## config.mk

```make
export PLATFORM = sky130hd
export DESIGN_NAME = dmac_cfg_master
export DESIGN_NICKNAME = d
export VERILOG_FILES = /design/src/rtl/dmac_cfg_master.sv
export SDC_FILE = /design/constraint.sdc
export NUM_CORES = 1
export LEC_CHECK = 0
export CAP_MARGIN = 20
export CORE_UTILIZATION = 25
export DETAILED_ROUTE_END_ITERATION = 6
export DONT_BUFFER_PORTS = 1
export GPL_ROUTABILITY_DRIVEN = 0
export GPL_TIMING_DRIVEN = 0
export MAX_ROUTING_LAYER = met4
export PLACE_DENSITY = 0.43
export SLEW_MARGIN = 15
export SYNTH_ARGS = -nofsm -noshare
export SYNTH_HDL_FRONTEND = slang
export SYNTH_SLANG_ARGS = --single-unit
```

## constraint.sdc

```tcl
create_clock -name clk -period 4.1 [get_ports clk]
set_input_delay 1.23 -clock clk [delete_from_list [all_inputs] [get_ports clk]]
set_output_delay 1.23 -clock clk [all_outputs]
set_load 0.005 [all_outputs]
```

## src/rtl/dmac_cfg_master.sv

```systemverilog
// Programs a DMAC through its register bus for one command, then waits for completion.
// Macro DMAC_CFG_IRQ_WAIT_EN: wait on irq_in (after an interrupt-enable write) instead of polling status.
module dmac_cfg_master #(
  parameter logic [15:0] POLL_LIMIT = 16'hFFFF
) (
  input  logic        clk,
  input  logic        reset_n,
  input  logic        cmd_valid,
  output logic        cmd_ready,
  input  logic [31:0] cmd_src,
  input  logic [31:0] cmd_dst,
  input  logic [31:0] cmd_size,
  input  logic [31:0] cmd_mode,
  output logic        M_sel,
  output logic        M_wr,
  output logic [7:0]  M_address,
  output logic [31:0] M_dout,
  input  logic [31:0] M_din,
  input  logic        irq_in,
  output logic        busy,
  output logic        done,
  output logic        err
);

  localparam logic [7:0] ADDR_CLEAR  = 8'h00;
  localparam logic [7:0] ADDR_START  = 8'h01;
  localparam logic [7:0] ADDR_INTEN  = 8'h02;
  localparam logic [7:0] ADDR_SRC    = 8'h03;
  localparam logic [7:0] ADDR_DST    = 8'h04;
  localparam logic [7:0] ADDR_PUSH   = 8'h05;
  localparam logic [7:0] ADDR_SIZE   = 8'h07;
  localparam logic [7:0] ADDR_MODE   = 8'h08;
  localparam logic [7:0] ADDR_STATUS = 8'h09;

  typedef enum logic [3:0] {
    S_IDLE, S_WR_SRC, S_WR_DST, S_WR_SIZE, S_WR_MODE, S_WR_PUSH, S_WR_INTEN,
    S_WR_START, S_POLL_RD, S_POLL_CHK, S_WAIT_IRQ, S_CLEAR, S_DONE
  } state_t;

  state_t      r_state;
  state_t      w_state_next;
  logic [31:0] r_src, r_dst, r_size, r_mode;
  logic [15:0] r_poll_cnt;
  logic        r_err;
  logic        r_sel, r_wr, r_done;
  logic [7:0]  r_addr;
  logic [31:0] r_dout;
  logic        w_sel_next, w_wr_next;
  logic [7:0]  w_addr_next;
  logic [31:0] w_dout_next;
  logic [31:0] w_src;
  logic        w_accept, w_waiting, w_limit_hit;
  logic        w_unused;

  assign w_accept    = cmd_valid && (r_state == S_IDLE);
  assign w_limit_hit = (r_poll_cnt == POLL_LIMIT);

`ifdef DMAC_CFG_IRQ_WAIT_EN
  assign w_waiting = (r_state == S_WAIT_IRQ) && !irq_in;
  assign w_unused  = ^M_din;
`else
  assign w_waiting = (r_state == S_POLL_CHK) && !M_din[0];
  assign w_unused  = ^{irq_in, M_din[31:1]};
`endif

  // The source write is launched on the accept edge, before r_src holds the new value.
  assign w_src = (r_state == S_IDLE) ? cmd_src : r_src;

  always_ff @(posedge clk or negedge reset_n) begin
    if (!reset_n) r_state <= S_IDLE;
    else          r_state <= w_state_next;
  end

  always_comb begin
    w_state_next = r_state;
    case (r_state)
      S_IDLE:     if (cmd_valid) w_state_next = S_WR_SRC;
      S_WR_SRC:   w_state_next = S_WR_DST;
      S_WR_DST:   w_state_next = S_WR_SIZE;
      S_WR_SIZE:  w_state_next = S_WR_MODE;
      S_WR_MODE:  w_state_next = S_WR_PUSH;
`ifdef DMAC_CFG_IRQ_WAIT_EN
      S_WR_PUSH:  w_state_next = S_WR_INTEN;
      S_WR_INTEN: w_state_next = S_WR_START;
      S_WR_START: w_state_next = S_WAIT_IRQ;
      S_WAIT_IRQ: begin
        if (irq_in)           w_state_next = S_CLEAR;
        else if (w_limit_hit) w_state_next = S_DONE;
      end
`else
      S_WR_PUSH:  w_state_next = S_WR_START;
      S_WR_START: w_state_next = S_POLL_RD;
      S_POLL_RD:  w_state_next = S_POLL_CHK;
      S_POLL_CHK: begin
        if (M_din[0])         w_state_next = S_CLEAR;
        else if (w_limit_hit) w_state_next = S_DONE;
        else                  w_state_next = S_POLL_RD;
      end
`endif
      S_CLEAR:    w_state_next = S_DONE;
      S_DONE:     w_state_next = S_IDLE;
      default:    w_state_next = S_IDLE;
    endcase
  end

  // Bus outputs are decoded from the next state so the registered copy lines up with the state.
  always_comb begin
    w_sel_next  = 1'b0;
    w_wr_next   = 1'b0;
    w_addr_next = 8'h00;
    w_dout_next = 32'h0;
    case (w_state_next)
      S_WR_SRC:   begin w_sel_next = 1'b1; w_wr_next = 1'b1; w_addr_next = ADDR_SRC;   w_dout_next = w_src;  end
      S_WR_DST:   begin w_sel_next = 1'b1; w_wr_next = 1'b1; w_addr_next = ADDR_DST;   w_dout_next = r_dst;  end
      S_WR_SIZE:  begin w_sel_next = 1'b1; w_wr_next = 1'b1; w_addr_next = ADDR_SIZE;  w_dout_next = r_size; end
      S_WR_MODE:  begin w_sel_next = 1'b1; w_wr_next = 1'b1; w_addr_next = ADDR_MODE;  w_dout_next = r_mode; end
      S_WR_PUSH:  begin w_sel_next = 1'b1; w_wr_next = 1'b1; w_addr_next = ADDR_PUSH;  w_dout_next = 32'h1;  end
      S_WR_INTEN: begin w_sel_next = 1'b1; w_wr_next = 1'b1; w_addr_next = ADDR_INTEN; w_dout_next = 32'h1;  end
      S_WR_START: begin w_sel_next = 1'b1; w_wr_next = 1'b1; w_addr_next = ADDR_START; w_dout_next = 32'h1;  end
      S_POLL_RD:  begin w_sel_next = 1'b1; w_addr_next = ADDR_STATUS; end
      S_CLEAR:    begin w_sel_next = 1'b1; w_wr_next = 1'b1; w_addr_next = ADDR_CLEAR; w_dout_next = 32'h1;  end
      default:    ;
    endcase
  end

  always_ff @(posedge clk or negedge reset_n) begin
    if (!reset_n) begin
      r_sel  <= 1'b0;
      r_wr   <= 1'b0;
      r_addr <= 8'h00;
      r_dout <= 32'h0;
      r_done <= 1'b0;
    end else begin
      r_sel  <= w_sel_next;
      r_wr   <= w_wr_next;
      r_addr <= w_addr_next;
      r_dout <= w_dout_next;
      r_done <= (w_state_next == S_DONE);
    end
  end

  // Counter saturates at POLL_LIMIT: the timeout cycle sets err instead of incrementing.
  always_ff @(posedge clk or negedge reset_n) begin
    if (!reset_n) begin
      r_src      <= 32'h0;
      r_dst      <= 32'h0;
      r_size     <= 32'h0;
      r_mode     <= 32'h0;
      r_poll_cnt <= 16'h0;
      r_err      <= 1'b0;
    end else if (w_accept) begin
      r_src      <= cmd_src;
      r_dst      <= cmd_dst;
      r_size     <= cmd_size;
      r_mode     <= cmd_mode;
      r_poll_cnt <= 16'h0;
      r_err      <= 1'b0;
    end else if (w_waiting) begin
      if (w_limit_hit) r_err      <= 1'b1;
      else             r_poll_cnt <= r_poll_cnt + 16'd1;
    end
  end

  // Gated by reset_n so every output reads 0 while reset is held.
  assign cmd_ready = reset_n && (r_state == S_IDLE);
  assign busy      = (r_state != S_IDLE);
  assign done      = r_done;
  assign err       = r_err;
  assign M_sel     = r_sel;
  assign M_wr      = r_wr;
  assign M_address = r_addr;
  assign M_dout    = r_dout;

endmodule
```

== Yosys cells after proc, flatten, opt, wreduce, memory -nomap -nowiden ==
Cells that the tools add are included.

* Register bits after elaboration: 192
* Bits of input ports: 164
* Output and inout bits: 46
* Word-level logic and storage cells: 62

* Add/sub/neg operators: 1
* Equal/unequal tests: 21
* Muxes and demuxes: 15
* Reduce and logical (&&, ||, !) cells: 13

{| class="wikitable"
|+ Operators with widths
! cell !! number
|-
| case mux 32 bit (5 select lines) || 1
|-
| 2-to-1 mux 16 bit || 3
|-
| case mux 4 bit (10 select lines) || 1
|-
| 2-to-1 mux 32 bit || 1
|-
| case mux 4 bit (8 select lines) || 1
|-
| == test 4 x 3 -> 1 bit (second input constant) || 7
|-
| == test 4 bit (second input constant) || 6
|-
| adder 16 x 1 -> 16 bit (second input constant) || 1
|-
| == test 16 bit (second input constant) || 1
|-
| == test 4 x 2 -> 1 bit (second input constant) || 4
|-
| OR reduction 9 bit || 1
|-
| == test 4 x 1 -> 1 bit (second input constant) || 2
|-
| OR reduction 8 bit || 1
|-
| 2-to-1 mux 3 bit || 2
|-
| 2-to-1 mux 1 bit || 5
|-
| zero test 4 bit || 1
|-
| 2-to-1 mux 4 bit || 1
|-
| AND reduction 2 bit || 2
|-
| nonzero test 2 bit || 2
|-
| nonzero test 4 bit || 1
|-
| OR reduction 4 bit || 1
|-
| logical AND 1 bit || 3
|-
| != test 2 bit (second input constant) || 1
|-
| zero test 1 bit || 1
|}

== Logic depth before layout (Yosys ltp) ==
* Word-level depth: 7
* Depth in mapped cells: 8
* Depth with buffers taken out: 5

== Worst setup path before layout ==
No wires, ideal clock.

* Kind: input to output
* Start: input reset_n
* End: output cmd_ready
* Data arrival time: 1.355 ns
* Required time: 2.870 ns
* Setup slack: 1.515 ns
* Stages on the path: 1
* Buffers on the path: 0
* Cells stage by stage: and2_1

* Cells in the longest elaborated chain, start to end: 1

{| class="wikitable"
|+ RTL lines
! what !! RTL line !! RTL
|-
| start: declaration || 7 || <nowiki>input logic reset_n,</nowiki>
|-
| logical AND 1 bit || 165 || <nowiki>assign cmd_ready = reset_n && (r_state == S_IDLE);</nowiki>
|-
| end: declaration || 9 || <nowiki>output logic cmd_ready,</nowiki>
|}

Every way passes these cells.

== Worst setup path after layout ==
* Start: register r_state[3]
* End: output cmd_ready

* Cells in the longest elaborated chain, start to end: 2

{| class="wikitable"
|+ RTL lines
! what !! RTL line !! RTL
|-
| start: declaration || 40 || <nowiki>state_t r_state;</nowiki>
|-
| start signal: assignment || 71 || <nowiki>else r_state <= w_state_next;</nowiki>
|-
| zero test 4 bit || 165 ||
|-
| logical AND 1 bit || 165 ||
|}

Every way passes these cells.

==> flow_summary.ini <==
[pwr]
p_leak_nw = 3.79
seq_pwr_share = 0.417
pwr-share-clk = 0.267
cellPowerDensity_nw_per_um2 = 779
power.share.switching = 0.394
internal_power_mw = 3.61
switchingPower_mw = 2.35
power_frac_comb = 0.317
peakVddDrop_mv = 0.238

[yosys]
synthCells = 716
synth_compound_gate_area_share = 0.0904
mappedNetlistArea_um2 = 6620
synth_register_bits = 156
synth_top_flop_cell = sky130_fd_sc_hd__dfrtp_1
synthSimpleGateAreaFrac = 0.268
synth.yosys.warnings = 0
synth.mux.area_fraction = 0.00605
asyncSetResetFlopFracSynth = 1.00
synth_cell_types = 51
synth-edff-count = 0
combinational_family_with_the_most_area_after_synthesis = simple AND/OR/NAND/NOR gates
synth_xor_xnor_area_share = 0.00132
synth.yosys.seq_area_share = 0.590
synth-adder-area-share = 0.00189
syn-mean-instance-area_um2 = 9.24

[final_layout]
most-common-layout-cells = sky130_fd_sc_hd__nand2_1, sky130_fd_sc_hd__dfrtp_1, sky130_fd_sc_hd__a222oi_1
multiInputGateArea_um2 = 2440
finalInstanceArea_um2 = 7640
total_number_of_nets_in_the_final_design = 903
seq_area_um2 = 3900
final.fill_count = 2784
layout.cells.most_common = sky130_fd_sc_hd__nand2_1
area_growth_pct = 15.5
layout_cells_sized_above_1 = 0.101
final-instance-count-excl-fill = 1087

[global_route]
grt_pass1_vias = 5172
grt_start_max_net_pins = 158
number_of_antenna_violations_at_the_first_check_in_global_routing = 1
global_route_wire_length_before_repair_mm = 32.2
global_route.usage.total = 0.171
total_congestion_overflow = 0

[min_path]
worstHoldEndpoint = r_dst[25]$_DFFE_PN0P_
count_of_cells_along_the_worst_hold_path = 2
hold_path_startpoint = r_dst[25]$_DFFE_PN0P_
holdCritPathClass = reg -> reg

[placed_design]
hpwl_dp_mm = 14.6
buffer_ports.inserted = 0
place_inst = 1054
postPlaceCellArea_um2 = 7050

[clocking]
tritoncts = yes
worstSkewPairLatency_ns = 0.42
path_clk_slew_ns = 0.07
cts_max_path_buffers = 2
postCtsHoldBufs = 0
resized_gates_after_cts = 0
depth_of_the_cts_h_tree = 4
tritoncts_num_sinks = 156
postCtsSetupBuffers = 0
cts_root_buffer = sky130_fd_sc_hd__clkbuf_16
cts_made_buffers = 17

[worst_setup_path]
timing.critical_path.arrival_ns = 1.56
reg2reg_depth = 7
critical_path.reg2reg.startpoint = r_state[3]$_DFF_PN0_
critPathCaptureType = output pin
critical_path.max_fanout = 9
start_kind = flop
worst_ep_required_time_ns = 2.87
timing_worst_setup_path_type = reg -> out
capture_point_of_the_worst_reg_to_reg_path = M_dout[0]$_DFF_PN0_
r2r_setup_slack_ns = 1.62

[detailed_routing]
postRouteWirelength_mm = 21.4
drc_errors = 0
routed_via_density = 4.70
ant_nets = 0
vias = 5113
routed_wire_length_per_instance_um = 19.7
drt_first_pass_iters = 7
starting_drt_drc_count = 354

[timing]
timing.clock.skew_ns = 0.0131
worst_slew_margin_rel = 0.458
timing_max_transition_violations_final = 0
timing.final.hold_violations = 0
setup_total_negative_slack_ns = 0
period_needed_ns = 2.79
final_min_period_over_clock_period = 0.681
achievable-frequency_ghz = 0.358
finalSetupViolCount = 0
worst_pin_slew_ns = 0.812
rsz0062_at_grt = no

[status]
status = complete, no violations

[floorplan]
chipHeight_um = 165
placementRows = 59
coreArea_um2 = 26000
initial_utilization = 0.255
top_level_ports = 210
die_x_um = 165
dieArea_um2 = 27100

[run]
timing.max_cap.violations = 0
[synth_stat cells (3+ instances only)]
library cell | number | area, um^2
sky130_fd_sc_hd__nand2_1 | 365 | 1370
sky130_fd_sc_hd__dfrtp_1 | 156 | 3900
sky130_fd_sc_hd__a222oi_1 | 31 | 310
sky130_fd_sc_hd__buf_2 | 28 | 140
sky130_fd_sc_hd__clkbuf_1 | 16 | 60.1
sky130_fd_sc_hd__a21oi_1 | 9 | 45.0
sky130_fd_sc_hd__nor2_1 | 9 | 33.8
sky130_fd_sc_hd__nand3_1 | 8 | 40.0
sky130_fd_sc_hd__o31ai_1 | 7 | 52.6
sky130_fd_sc_hd__buf_4 | 5 | 37.5
sky130_fd_sc_hd__inv_1 | 5 | 18.8
sky130_fd_sc_hd__nand4_1 | 5 | 31.3
sky130_fd_sc_hd__or4_1 | 5 | 37.5
sky130_fd_sc_hd__and4_1 | 4 | 35.0
sky130_fd_sc_hd__mux2i_1 | 4 | 40.0
sky130_fd_sc_hd__nand2b_1 | 4 | 25.0
sky130_fd_sc_hd__nor3_1 | 4 | 20.0
sky130_fd_sc_hd__o21ai_0 | 4 | 20.0
sky130_fd_sc_hd__and3_1 | 3 | 18.8
sky130_fd_sc_hd__nor2b_1 | 3 | 18.8
sky130_fd_sc_hd__o22ai_1 | 3 | 18.8
sky130_fd_sc_hd__o41ai_1 | 3 | 26.3
[worst max-delay path: stages, from the launching register on]
cell                      delay [ns]
sky130_fd_sc_hd__dfrtp_1        0.36
sky130_fd_sc_hd__buf_2          0.17
sky130_fd_sc_hd__nor4_2         0.41
sky130_fd_sc_hd__and2_1         0.20
[cell families (layout without fill, tap and decap cells)]
group	Yosys count	after routing
xor+xnor	1	1
other cells	1	5
fa+ha+maj	1	1
mux	4	4
simple gates	425	425
flops	156	156
compound gates	72	72
buf+inv	56	88
[power groups by stage]
| stage | sequential (mW) | combinational (mW) | clock [mW] |
|---|---|---|---|
| detailed placement | 2.50 | 1.93 | 0 |
| global route | 2.56 | 2.16 | 1.71 |
| CTS | 2.48 | 1.93 | 1.64 |
| floorplan | 2.41 | 1.31 | 0 |
| global placement | 2.50 | 1.91 | 0 |
| finish | 2.48 | 1.88 | 1.59 |
[flip-flops by register name, indices dropped and copies added (netlist names)]
signal      cells
M_dout         32
r_dst          32
r_mode         32
r_size         32
r_poll_cnt     16
M_address       4
r_state         4
M_sel           1
M_wr            1
done            1
err             1
[per-stage QoR]
| stage | worst slack, ns | hold WS [ns] | total power [mW] | util |
|---|---|---|---|---|
| 2_1_floorplan | 1.52 | 0.444 | 3.72 | - |
| 3_3_place_gp | 1.37 | 0.461 | 4.41 | 0.271 |
| 3_5_place_dp | 1.35 | 0.464 | 4.43 | 0.271 |
| 4_1_cts | 1.27 | 0.480 | 6.05 | 0.294 |
| 5_1_grt | 1.15 | 0.475 | 6.43 | 0.294 |
| 6_report | 1.31 | 0.479 | 5.95 | 0.294 |
[per-layer routing]
metal,global-route usage,vias to the layer above,routed length (um)
li1,-,2438,-
met1,0.224,2505,9790
met2,0.262,158,10100
met3,0.0402,12,1210
met4,0.0484,0,346
met5,-,-,0
[worst max path at each step]
stage | from | end | slack [ns]
finish | r_state[3]$_DFF_PN0_ | cmd_ready | 1.31
global route | r_state[3]$_DFF_PN0_ | cmd_ready | 1.15
CTS | r_state[3]$_DFF_PN0_ | cmd_ready | 1.27
detailed placement | cmd_valid | r_dst[18]$_DFFE_PN0P_ | 1.35
global placement | cmd_valid | r_dst[18]$_DFFE_PN0P_ | 1.37
floorplan | reset_n | cmd_ready | 1.52
[cell type report]
| class | count | share of cell area |
|---|---|---|
| inverter | 5 | 0.00246 |
| tap | 335 | 0.0548 |
| multi-input combinational | 507 | 0.320 |
| sequential | 156 | 0.511 |
| clock buffer | 17 | 0.0557 |
| antenna | 1 | 0.000327 |
| buffer | 51 | 0.0340 |
| clock inverter | 15 | 0.0221 |
Power figures use the tool's default switching activity.
